$ cat src/rtl/demux4output16bit_reg_pkg.sv
// demux4output16bit_reg_pkg: shared datapath width and destination select encodings
package demux4output16bit_reg_pkg;
  localparam int DATA_W = 16;
  localparam logic [1:0] SEL_O0 = 2'd0;
  localparam logic [1:0] SEL_O1 = 2'd1;
  localparam logic [1:0] SEL_O2 = 2'd2;
  localparam logic [1:0] SEL_O3 = 2'd3;
endpackage

$ cat src/rtl/demux4output16bit_reg_chan.sv
// demux_chan_reg: one-deep holding register with a full/empty bit
module demux_chan_reg
  import demux4output16bit_reg_pkg::*;
#(
  parameter int WIDTH = DATA_W
) (
  input  logic             clk,
  input  logic             rst,
  input  logic             wr,
  input  logic             pop,
  input  logic [WIDTH-1:0] d,
  output logic [WIDTH-1:0] q,
  output logic             v
);
  // write beats pop; a pop alone only clears the valid bit, leaving q stale
  always_ff @(posedge clk) begin
    if (rst) begin
      q <= '0;
      v <= 1'b0;
    end else if (wr) begin
      q <= d;
      v <= 1'b1;
    end else if (pop) begin
      v <= 1'b0;
    end
  end
endmodule

$ cat src/rtl/demux4output16bit_reg.sv
// demux4output16bit_reg: registered 1-to-4 demultiplexer with per-channel hold and broadcast
module demux4output16bit_reg
  import demux4output16bit_reg_pkg::*;
#(
  parameter int WIDTH = DATA_W,
  parameter int CNT_W = 16
) (
  input  logic             CLK,
  input  logic             RST,
  input  logic [WIDTH-1:0] D,
  input  logic [1:0]       S,
  input  logic             BCAST,
  input  logic             IN_VALID,
  output logic             IN_READY,
  output logic [WIDTH-1:0] O0,
  output logic [WIDTH-1:0] O1,
  output logic [WIDTH-1:0] O2,
  output logic [WIDTH-1:0] O3,
  output logic [3:0]       V,
  input  logic [3:0]       ACK,
  output logic [CNT_W-1:0] XFER_CNT
);
  logic [3:0]       sel_hot;
  logic [3:0]       free;
  logic [3:0]       wr;
  logic             accept;
  logic [WIDTH-1:0] q [4];

  assign sel_hot = {S == SEL_O3, S == SEL_O2, S == SEL_O1, S == SEL_O0};
  assign free = ~V | ACK;
  assign IN_READY = BCAST ? &free : |(free & sel_hot);
  assign accept = IN_VALID & IN_READY;
  assign wr = {4{accept}} & (BCAST ? 4'b1111 : sel_hot);

  for (genvar i = 0; i < 4; i++) begin : g_chan
    demux_chan_reg #(.WIDTH(WIDTH)) u_chan (
      .clk (CLK),
      .rst (RST),
      .wr  (wr[i]),
      .pop (ACK[i]),
      .d   (D),
      .q   (q[i]),
      .v   (V[i])
    );
  end

  assign O0 = q[0];
  assign O1 = q[1];
  assign O2 = q[2];
  assign O3 = q[3];

  // one count per accepted offer, broadcast included; wraps silently
  always_ff @(posedge CLK) begin
    if (RST) XFER_CNT <= '0;
    else if (accept) XFER_CNT <= XFER_CNT + 1'b1;
  end
endmodule

$ cat config.mk
export PLATFORM = sky130hd
export DESIGN_NAME = demux4output16bit_reg
export DESIGN_NICKNAME = d
export VERILOG_FILES = /design/src/rtl/demux4output16bit_reg_pkg.sv /design/src/rtl/demux4output16bit_reg_chan.sv /design/src/rtl/demux4output16bit_reg.sv
export SDC_FILE = /design/constraint.sdc
export NUM_CORES = 1
export LEC_CHECK = 0
export CORE_ASPECT_RATIO = 1.75
export CORE_MARGIN = 2
export CORE_UTILIZATION = 49
export CTS_BUF_LIST = sky130_fd_sc_hd__clkbuf_2
export DETAILED_ROUTE_END_ITERATION = 12
export DONT_BUFFER_PORTS = 1
export PLACE_DENSITY = 0.67
export SLEW_MARGIN = 20
export SYNTH_ARGS = -nofsm -noshare
export SYNTH_HDL_FRONTEND = slang
export SYNTH_SLANG_ARGS = --single-unit
$ cat constraint.sdc
create_clock -name CLK -period 2.5 [get_ports CLK]
set_input_delay 0.5 -clock CLK [delete_from_list [all_inputs] [get_ports CLK]]
set_output_delay 0.5 -clock CLK [all_outputs]
set_load 0.01 [all_outputs]
==> results of run 1 <==
-- synth_stat cells --
cell type                   instances  share of area, %
sky130_fd_sc_hd__a211oi_1           2              0.44
sky130_fd_sc_hd__a21oi_1           16               2.3
sky130_fd_sc_hd__a41oi_1            2              0.51
sky130_fd_sc_hd__and2_1             1              0.18
sky130_fd_sc_hd__and2b_1            1              0.22
sky130_fd_sc_hd__and3_1             1              0.18
sky130_fd_sc_hd__buf_12             2               1.2
sky130_fd_sc_hd__buf_2              2              0.29
sky130_fd_sc_hd__buf_4              8               1.8
sky130_fd_sc_hd__buf_6              1              0.33
sky130_fd_sc_hd__buf_8              1              0.44
sky130_fd_sc_hd__clkbuf_1           9              0.98
sky130_fd_sc_hd__dfxtp_1           84                49
sky130_fd_sc_hd__ha_1               1              0.36
sky130_fd_sc_hd__inv_1              3              0.33
sky130_fd_sc_hd__mux2i_1           65                19
sky130_fd_sc_hd__mux4_2             2               1.3
sky130_fd_sc_hd__nand2_1            9              0.98
sky130_fd_sc_hd__nand2b_1           3              0.55
sky130_fd_sc_hd__nand2b_4           1              0.40
sky130_fd_sc_hd__nand3_1            6              0.88
sky130_fd_sc_hd__nand4_1            2              0.36
sky130_fd_sc_hd__nor2_1            73               8.0
sky130_fd_sc_hd__nor2_2             1              0.18
sky130_fd_sc_hd__nor2b_1            2              0.36
sky130_fd_sc_hd__nor2b_4            3               1.2
sky130_fd_sc_hd__nor3_1             1              0.15
sky130_fd_sc_hd__o2111ai_1          1              0.26
sky130_fd_sc_hd__o2111ai_2          1              0.44
sky130_fd_sc_hd__o211ai_2           1              0.36
sky130_fd_sc_hd__o21ai_0            5              0.73
sky130_fd_sc_hd__o21ai_1            6              0.88
sky130_fd_sc_hd__o31ai_1            5               1.1
sky130_fd_sc_hd__o41ai_4            1              0.80
sky130_fd_sc_hd__or2_1              1              0.18
sky130_fd_sc_hd__or2_2              1              0.18
sky130_fd_sc_hd__or3_1             10               1.8
sky130_fd_sc_hd__or4_1              5               1.1
sky130_fd_sc_hd__xor2_1             1              0.26
-- final timing paths --
kind	startpoint	to	slack, ns	depth (start not counted)
max	g_chan[0].u_chan.v	IN_READY	0.15	3
min	D[0]	g_chan[3].u_chan.q[0]	0.10	2
max reg2reg	g_chan[0].u_chan.v	g_chan[2].u_chan.q[7]	0.29	7
min reg2reg	XFER_CNT[15]	XFER_CNT[15]	0.55	2
-- cell type report --
cell class / instances / area, um2
flip-flops and latches: 84 / 1680
clock inverters: 7 / 115
repair buffers: 10 / 120
multi-input cells: 230 / 1610
inverters: 3 / 11.3
clock buffers: 9 / 45.0
well taps: 84 / 105
fillers: 622 / 3120
-- cell families after synthesis --
| logic type | count (synthesis) |
|---|---|
| AOI/OAI and AO/OA | 40 |
| DFF | 84 |
| adders and majority gates | 1 |
| xor gates and xnor gates | 1 |
| muxes | 67 |
| buffers and inverters | 26 |
| and+or+nand+nor | 121 |
-- sequential cells by signal (all words and copies together), names as in the netlist --
| signal | flops |
|---|---|
| XFER_CNT | 16 |
| g_chan.u_chan.q | 64 |
| g_chan.u_chan.v | 4 |
-- routing by layer --
metal | up-vias | part of all wire [%] | global-route usage (%)
li1 | 1170 | - | -
met1 | 1087 | 36 | 19.6
met2 | 85 | 52 | 34.6
met3 | 13 | 9.0 | 7.08
met4 | 0 | 2.3 | 10.7
met5 | - | 0 | 0
-- repair_timing --
| item | CTS | global route |
|---|---|---|
| setup buffers | 0 | 2 |
| setup endpoints to repair | 1 | 1 |
| resized for setup | 3 | 0 |
| hold buffers | 1 | 0 |
| endpoints found under the hold margin | 84 | 0 |
-- power by group through the flow --
stage,clock [mW],sequential (mW),combinational (mW)
2_1_floorplan,0,1.51,0.251
3_3_place_gp,0,1.54,0.255
3_5_place_dp,0,1.54,0.261
4_1_cts,0.919,1.51,0.290
5_1_grt,0.958,1.52,0.315
6_report,0.885,1.51,0.289
-- placed cells by master, fill, tap and decap left out, types with 5 or more instances in the layout --
master                     synthesis  routed
sky130_fd_sc_hd__nor2_1           73      73
sky130_fd_sc_hd__a21oi_1          16      15
sky130_fd_sc_hd__nand2_1           9       9
sky130_fd_sc_hd__buf_4             8       7
sky130_fd_sc_hd__nand3_1           6       6
sky130_fd_sc_hd__dfxtp_1          84      83
sky130_fd_sc_hd__or3_1            10      10
sky130_fd_sc_hd__clkbuf_2          0       9
sky130_fd_sc_hd__mux2i_1          65      65
sky130_fd_sc_hd__o21ai_0           5       5
sky130_fd_sc_hd__o21ai_1           6       6
sky130_fd_sc_hd__or4_1             5       5
sky130_fd_sc_hd__o31ai_1           5       5
-- per-stage QoR --
stage	worst slack, ns	hold WS [ns]
2_1_floorplan	0.469	0.496
3_3_place_gp	0.408	0.500
3_5_place_dp	0.378	0.524
4_1_cts	0.0240	0.0370
5_1_grt	0.0363	0.0434
6_report	0.154	0.102
==> results.md, run 1 <==
- Walking the worst path, the cells encountered are nor2b_1 -> mux4_2 -> a21oi_4.
- The die is 115 um tall.
- The average via count per standard cell is 5.52.
- Of the total power, the share spent switching nets is 26.1%.
- Once layout is complete, the cells apart from fillers number 427.
- The largest incremental delay on the critical path is 0.52 ns.
- The total of buffers placed on input and output ports is 0.
- STA classifies the critical path endpoint as an output port.
- The share of total power dissipated in sequential elements is 56.2%.
- The congestion estimate from routability-driven global placement came to 0.755.
- The number of rows created at floorplan is 40.
- Buffers inserted during clock tree synthesis total 9.
- TritonCTS built the clock tree.
- The H-tree was split into 3 levels.
- The initial DRC count is 175.
- The multiplexer share of the synthesized area is 20.3%.
- Of the total synthesized cell area, the portion taken by XOR and XNOR cells is 0.255%.
- The post-synthesis share of cell area spent on and, or, nand and nor gates is 16.9%.
- The die area is 7710 um2.
- Of the cells placed in the final design, the portion with a size suffix greater than 1 is 12.0%.
- The critical-path maximum fanout is 3.
- The clock arrives with 0.0290 ns of skew.
- The number of antenna diodes in the final layout is 0.
- The number of maximum-capacitance violations is 0.
- Entering global routing, the biggest net connects 85 pins.
- Counting every net in the synthesized netlist gives 367.
- The post-synthesis adder-cell area fraction is 0.365%.
- The floorplan step set the die width to 67.2 um.
- After routing the design area is 3690 um2.
- The area growth from synthesis to layout is 7.55%.
- The count of nets left with antenna violations once routing finished came out at 0.
- The data required time of the critical path is 2.00 ns.
- The via count of the first global-routing pass came to 2274.
- The power share of the combinational group is 10.8%.
- Measured against its own limit, the worst slew margin works out to 52.4%.
- The buffer depth of the longest clock path is 2.
- The post-route core utilization is 54.2%.
- The average cell area after synthesis is 10.1 um2.
- Clock-pin slew was measured on the worst setup and hold paths at 0.24 ns.
- The post-synthesis cell area is 3430 um2.
- The share of total power dissipated in the clock network is 33.0%.
- By startpoint and endpoint, the worst setup path is classified as flip-flop to output port.
- The kind of cell adding the most delay to the critical path is multiplexers.
- For this run, the number of Yosys warnings is 0.
- The number of instances in the synthesized netlist is 340.
- The leakage power figure is 1.43 nW.
- Setup repair after global routing left no endpoint under its margin.
- The max-slew violation count is 0.
- STA puts the critical path data arrival time at 1.85 ns.
- The largest family of logic cells by synthesized area is multiplexers.
- The global-route wire length before repair is 11300 um.
- The total count of hold-check failures in the final report came to 0.
- The type of the most critical hold path is primary input to flip-flop.
- The power density of the placed cells is 727 nW/um2.
- The post-route fraction of the period consumed by the critical path is 93.8%.
- The switching power is 0.699 mW.
- The region available for standard cell placement spans 6810 um2.
- Of the synthesized area, sequential elements account for 49.0%.
- After detailed placement, the design holds a cell count of 408.
- Setup violations remaining at the end of the flow were counted as 0.
- Derived from the worst setup path, the maximum achievable clock frequency is 0.426 GHz.
- Summing the areas of all compound-gate instances in the mapped netlist gives 7.84% of the synthesized area.
- The worst-skew pair later-pin latency is 0.52 ns.
- The top-level port count is 111.
- The slew at the pin closest to its max-slew limit is 0.705 ns.
- The placed wire-length estimate is 5310 um.
- The number of nets at the end of the flow is 365.
- The number of vias after detailed routing is 2355.
- The root buffer cell is sky130_fd_sc_hd__clkbuf_2.
- The maximum vdd drop is 0.000441 V.
- The number of antenna violations at the first check in global routing was 0.
- The initial core utilization is 50.4%.
- Adding up every negative setup slack in the final design gives 0 ns.
- Once placement finished, the instance area stood at 3470 um2.
- The total track usage is 19.8%.
- STA classifies the critical path startpoint as a flip-flop.
- The minimum clock period after layout is 2.35 ns.
- After synthesis, the netlist uses 39 different library cells.
- The slowest stage of the critical path belongs to the cell sky130_fd_sc_hd__mux4_2.
- The number of optimization iterations in the first detailed-route pass is 4.
- The total overflow left after global routing is 0.
- The average wire per cell in the routed design is 17.4 um.
- The combined buffer and inverter count along the critical path is 0.
- The final wirelength is 7450 um.
- The synthesized design contains 84 register bits.
- CTS saw 84 sinks.
- The run finished with clean final reports.
- The internal power of the cells totals 1.98 mW.
- The post-route total power is 2.68 mW.
- The post-route DRC violation count is 0.
Note: power is estimated with default switching activity, not from simulation.
==> inputs of run 2 (changes only) <==
--- a/config.mk
+++ b/config.mk
@@ -8,7 +8,8 @@
 export CORE_ASPECT_RATIO = 1.75
 export CORE_MARGIN = 2
 export CORE_UTILIZATION = 49
-export CTS_BUF_LIST = sky130_fd_sc_hd__clkbuf_2
+export CTS_BUF_LIST = sky130_fd_sc_hd__clkbuf_16
+export CTS_CLUSTER_SIZE = 24
 export DETAILED_ROUTE_END_ITERATION = 12
 export DONT_BUFFER_PORTS = 1
 export PLACE_DENSITY = 0.67
==> results.md, run 2 (synthesis results as in run 1) <==
- The run finished with clean final reports.
- The minimum clock period after layout is 2.29 ns.
- The CTS tree is built.
- 111 I/O pins were placed.
- The total count of hold-check failures in the final report is 0.
- The core region is 6810 um2.
- The number of nets at the end of the flow is 362.
- In this run the vertical extent of the chip is 115 um.
- The fraction of power consumed by the clock network is 45.8%.
- The category of the most critical setup path is flip-flop to output port.
- For the pin with the worst max-slew slack, the measured transition is 0.575 ns.
- Leaving out fill and tap cells, the most frequent cell in the layout is sky130_fd_sc_hd__dfxtp_1.
- The remaining global-route overflow is 0.
- The tightest hold path in the finished design has a slack of 0.231 ns.
- At the worst endpoint, the required time is 2.00 ns.
- The worst-skew pair later-pin latency is 0.33 ns.
- STA classifies the critical path startpoint as a flip-flop.
- Clock-pin slew was measured on the worst setup and hold paths at 0.06 ns.
- The number of optimization iterations in the first detailed-route pass is 4.
- Setup repair after global routing left no endpoint under its margin.
- Of the available clock period, the critical path in the final layout requires 91.8%.
- The total placed instance area is 3470 um2.
- The final wirelength is 7460 um.
- The final route contains 2382 vias.
- In this run switching power makes up 22.6% of total power.
- The total of buffers placed on input and output ports is 0.
- The placed wire-length estimate is 5310 um.
- Cell internal power was estimated by the tool at 2.52 mW.
- The area growth from synthesis to layout is 11.2%.
- The setup slack after layout is 0.206 ns.
- For this run, the top clock speed supported by timing is 0.436 GHz.
- The number of antenna violations at the first check in global routing is 0.
- The aggregate negative setup slack is 0 ns.
- The via count of the first global-routing pass is 2265.
- Cells with a size suffix above 1 make up 10.6% of the layout.
- The power share of the combinational group is 7.9%.
- Power spread over the standard cell area amounts to 853 nW/um2.
- The switching power is 0.737 mW.
- Hold repair after CTS inserted 0 buffers.
- The CTS buffer count is 9.
- After clock tree synthesis, the repair step resized 0 gates.
- Before CTS, the worst setup slack after placement is 0.378 ns.
- The number of rows created at floorplan is 40.
- After detailed routing, the average wire length per cell comes to 17.6 um.
- The finished cells cover 3810 um2.
- At the worst endpoint, the arrival time is 1.79 ns.
- IR analysis of the VDD net gives a maximum drop of 0.000432 V.
- The post-route total power is 3.25 mW.
- More flip-flops sit in one register than any other, and that register is g_chan.u_chan.q.
- In the final layout, the registers with the most flip-flops are g_chan.u_chan.q (64), XFER_CNT (16), g_chan.u_chan.v (4).
- After the first detailed-routing iteration, the DRC count stood at 153.
- The worst setup path is captured at an output port.
- The post-route DRC violation count is 0.
- The count of nets left with antenna violations after detail routing is 0.
- The worst slew margin relative to its limit is 61.2%.
- The average via count per standard cell is 5.62.
- The longest clock path from root to sink contains 2 buffers.
- The number of maximum-capacitance violations is 0.
- In the layout the commonest cells are 84 x sky130_fd_sc_hd__dfxtp_1, 73 x sky130_fd_sc_hd__nor2_1, 65 x sky130_fd_sc_hd__mux2i_1, 16 x sky130_fd_sc_hd__a21oi_1, 10 x sky130_fd_sc_hd__or3_1.
- Between clock sinks in the finished design, the worst skew comes to 0.00790 ns.
- The repair_antennas step left the layout with diodes totalling 0.
- The count of final setup violators is 0.
- Summed over all cells, the static leakage comes to 1.47 nW.
- Entering global routing, the biggest net connects 85 pins.
- The number of buffers inserted to repair setup after CTS is 0.
- Counting every sink on the clock net gives 84.
- The global-route wire length before repair is 11200 um.
- In this run the clock root is driven by a sky130_fd_sc_hd__clkbuf_16.
- The total number of H-tree levels is 3.
- In this run the horizontal extent of the chip is 67.2 um.
- In this run the worst path has a maximum fanout of 3.
- At the end of routability-driven placement, the weighted congestion stood at 0.755.
- The type of the most critical hold path is primary input to flip-flop.
- The share of total power dissipated in sequential elements is 46.3%.
- For this configuration, the core starts out at a cell density of 50.4%.
- The die covers 7710 um2.
- The flip-flop count of the largest register after layout is 64.
- The max-slew violation count is 0.
- For this run, the total global-route usage over all layers was measured as 19.6%.
-- run 2: cell types whose count changed in the layout (fill, tap and decap cells not counted), sizes merged --
cell	before	now
buf	10	7
-- run 2: path summary, 6_finish.rpt --
path,cells after the start,startpoint,slack [ns],to
worst min register to register,2,XFER_CNT[15],0.53,XFER_CNT[15]
worst min-delay path,1,RST,0.23,XFER_CNT[11]
worst max register to register,6,g_chan[1].u_chan.v,0.41,XFER_CNT[8]
worst max-delay path,3,g_chan[3].u_chan.v,0.21,IN_READY
-- run 2: power groups by stage --
| stage | registers (mW) | logic, mW | clock network [mW] |
|---|---|---|---|
| after floorplan | 1.51 | 0.251 | 0 |
| after global placement | 1.54 | 0.255 | 0 |
| after detailed placement | 1.54 | 0.261 | 0 |
| after CTS | 1.51 | 0.262 | 1.52 |
| after global routing | 1.51 | 0.283 | 1.57 |
| final | 1.51 | 0.258 | 1.49 |
-- run 2: metal layers --
metal,vias to the layer above,wire length [um],GRT usage (%)
met5,-,0,0
met4,0,149,8.03
met3,12,686,7.77
met2,98,3940,35.0
met1,1106,2690,19.6
li1,1166,-,-
-- run 2: final cells by class --
type | count | area, um2
inverter | 3 | 11.3
timing repair buffer | 7 | 77.6
fill | 610 | 2990
clock inverter | 7 | 115
sequential | 84 | 1680
tap | 84 | 105
clock buffer | 9 | 225
multi-input combinational | 230 | 1600
-- run 2: through the flow --
| stage | instances | util [%] |
|---|---|---|
| final | 424 | 56.0 |
| after CTS | 424 | 56.0 |
| after floorplan | 340 | - |
| after global routing | 424 | 56.0 |
| after detailed placement | 408 | 51.0 |
| after global placement | 408 | 51.0 |
-- run 2: critical path, cell delays in order, from the launching register on --
cell and delay [ns]:
sky130_fd_sc_hd__dfxtp_1 0.38, sky130_fd_sc_hd__nor2b_4 0.17, sky130_fd_sc_hd__mux4_2 0.55, sky130_fd_sc_hd__a21oi_1 0.36
==> inputs of run 3 (changes only) <==
--- a/config.mk
+++ b/config.mk
@@ -6,7 +6,6 @@
 export NUM_CORES = 1
 export LEC_CHECK = 0
 export CORE_ASPECT_RATIO = 1.75
-export CORE_MARGIN = 2
 export CORE_UTILIZATION = 49
 export CTS_BUF_LIST = sky130_fd_sc_hd__clkbuf_16
 export CTS_CLUSTER_SIZE = 24
==> results.md, run 3 (synthesis results as in run 1) <==
- Walking the worst path, the cells encountered are nor2b_4 -> mux4_2 -> a21oi_1.
- Entering global routing, the biggest net connects 85 pins.
- On the worst path, the slowest cell contributes a delay of 0.56 ns.
- The CTS buffer count is 9.
- The leakage power figure is 1.47 nW.
- The number of hold-repair buffers added at the cts stage is 0.
- The type of destination of the critical path is an output port.
- The worst slew margin relative to its limit is 60.4%.
- The flow ran to the end, and the final reports show no timing, DRC or antenna violations.
- The post-route DRC violation count is 0.
- The category of the worst setup path launch point is a flip-flop.
- The number of buffers inserted to repair setup after CTS is 0.
- The count of nets left with antenna violations once routing finished came out at 0.
- In the global route stage, overall resource usage came out at 21.7%.
- The number of nets at the end of the flow is 361.
- The number of rows created at floorplan is 40.
- Global routing finished with a remaining overflow of 0.
- The ratio of cells with drive above 1 in the final layout is 10.3%.
- In the layout the commonest cells are 84 x sky130_fd_sc_hd__dfxtp_1, 73 x sky130_fd_sc_hd__nor2_1, 65 x sky130_fd_sc_hd__mux2i_1, 16 x sky130_fd_sc_hd__a21oi_1, 10 x sky130_fd_sc_hd__or3_1.
- The area growth from synthesis to layout is 11.0%.
- The filler cell count in the final layout is 633.
- On the final layout, the worst clock skew is 0.00456 ns.
- The multi-input combinational cells in the finished layout cover a total of 1600 um2.
- The total of buffers placed on input and output ports is 0.
- The combined flip-flop and latch cell area is 1680 um2.
- The count of inserted antenna diode cells is 0.
- The combined buffer and inverter count along the critical path is 0.
- The congestion estimate from routability-driven global placement came to 0.812.
- Data on the critical path arrives at its endpoint at 1.79 ns.
- In this design, the largest share of critical-path delay is due to multiplexers.
- Clock tree synthesis selected as its root buffer the cell sky130_fd_sc_hd__clkbuf_16.
- The power density of the placed cells is 858 nW/um2.
- Based on the critical path, the design can be clocked at up to 0.437 GHz.
- After clock tree synthesis, the clock-pin slew on the worst setup and hold paths is 0.06 ns.
- At the later pin of the worst-skew pair, clock insertion delay measures 0.33 ns.
- The H-tree generated during clock tree synthesis spans 3 levels.
- Adding up every negative setup slack in the final design gives 0 ns.
- The total count of hold-check failures in the final report is 0.
- The slowest stage of the critical path is the sky130_fd_sc_hd__mux4_2 cell.
- The first global-routing pass estimated 12000 um of wire.
- Setup violations remaining at the end of the flow were counted as 0.
- The number of maximum-capacitance violations is 0.
- Dividing the detail-routed wire length by the instance count gives 18.2 um.
- Pin placement for this block handled 111 I/O pins.
- The data required time of the critical path is 2.00 ns.
- Once the floorplan was initialized, standard cells occupied 50.4% of the core.
- For this block, the initial DRC count from the detailed router was 98.
- After legalization and detailed placement, the total HPWL measured 5240 um.
- Setup repair after global routing left no endpoint under its margin.
- The category of the most critical setup path is flip-flop to output port.
- The flip-flop count of the largest register after layout is 64.
- The max-slew violation count was 0.
- The finished layout holds 423 standard cells, fillers aside.
- The via count of the first global-routing pass is 2443.
- At the pin with the least slew margin, the transition time is 0.586 ns.
- Across the VDD grid, the largest voltage drop is 0.000629 V.
- The critical-path maximum fanout is 3.
- The number of optimization iterations in the first detailed-route pass is 4.
- The number of gates resized after CTS was 0.
- The die area is 7350 um2.
- The type of the most critical hold path is primary input to flip-flop.
- The largest registers in the layout are g_chan.u_chan.q (64), XFER_CNT (16), g_chan.u_chan.v (4).
- The height of the die is 113 um.
- The die is 65.2 um wide.
- The post-route total power is 3.27 mW.
- The buffer depth of the longest clock path is 2.
- After layout, the minimum clock period comes to 2.29 ns.
- The tree built by TritonCTS fans out to 84 sinks.
- The final wirelength is 7710 um.
- The number of antenna violations at the first check in global routing is 0.
- Counting tap cells, the placed design contains a total of 407 instances.
- The most common cell after layout, fill and taps aside is sky130_fd_sc_hd__dfxtp_1.
- The routed layout has 2415 vias.
- TritonCTS built the clock tree.
- After floorplanning, the core was sized to cover 6810 um2.
- The average via count per standard cell is 5.71.
- The register name with the most flops is g_chan.u_chan.q.
- The post-route fraction of the period consumed by the critical path is 91.5%.
run 3: through the flow:
step           hold WS (ns)  setup slack, ns  area, um2  utilization [%]
2_1_floorplan         0.496            0.469       3430                -
3_3_place_gp          0.499            0.442       3470             50.9
3_5_place_dp          0.524            0.398       3470             50.9
4_1_cts               0.224            0.197       3810             55.9
5_1_grt               0.224            0.147       3810             55.9
6_report              0.228            0.212       3810             55.9
run 3: report_power, final:
part           internal [mW]  leakage (nW)  switching, mW
registers               1.41         0.686         0.0920
logic                  0.129         0.620          0.130
clock network          0.974         0.167          0.528
total                   2.52          1.47          0.750
run 3: area by class of cell:
| cell class | count | area share (%) |
|---|---|---|
| clock inverter | 7 | 3.02 |
| inverter | 3 | 0.296 |
| multi-input combinational | 230 | 42.0 |
| timing repair buffer | 6 | 1.84 |
| clock buffer | 9 | 5.92 |
| sequential | 84 | 44.2 |
| tap | 84 | 2.76 |
run 3: layer usage:
| layer | wire, um | GRT usage (%) |
|---|---|---|
| met1 | 2830 | 20.7 |
| met2 | 4160 | 39.4 |
| met3 | 524 | 5.69 |
| met4 | 197 | 13.5 |
| met5 | 0 | 0 |
run 3: worst register-to-register path: cells and delay by family, from the launching register on:
kind | cells | cell delay [ns]
AO/OA/AOI/OAI | 3 | 0.79
buffers and inverters | 1 | 0.22
flip-flops | 1 | 0.35
AND/OR/NAND/NOR | 2 | 0.70
run 3: path summary, 6_finish.rpt:
check / slack, ns / to / cells past startpoint / from
max: 0.21 / IN_READY / 3 / g_chan[3].u_chan.v
min: 0.23 / XFER_CNT[9] / 1 / RST
max reg2reg: 0.38 / XFER_CNT[15] / 6 / g_chan[1].u_chan.v
min reg2reg: 0.54 / XFER_CNT[15] / 2 / XFER_CNT[15]
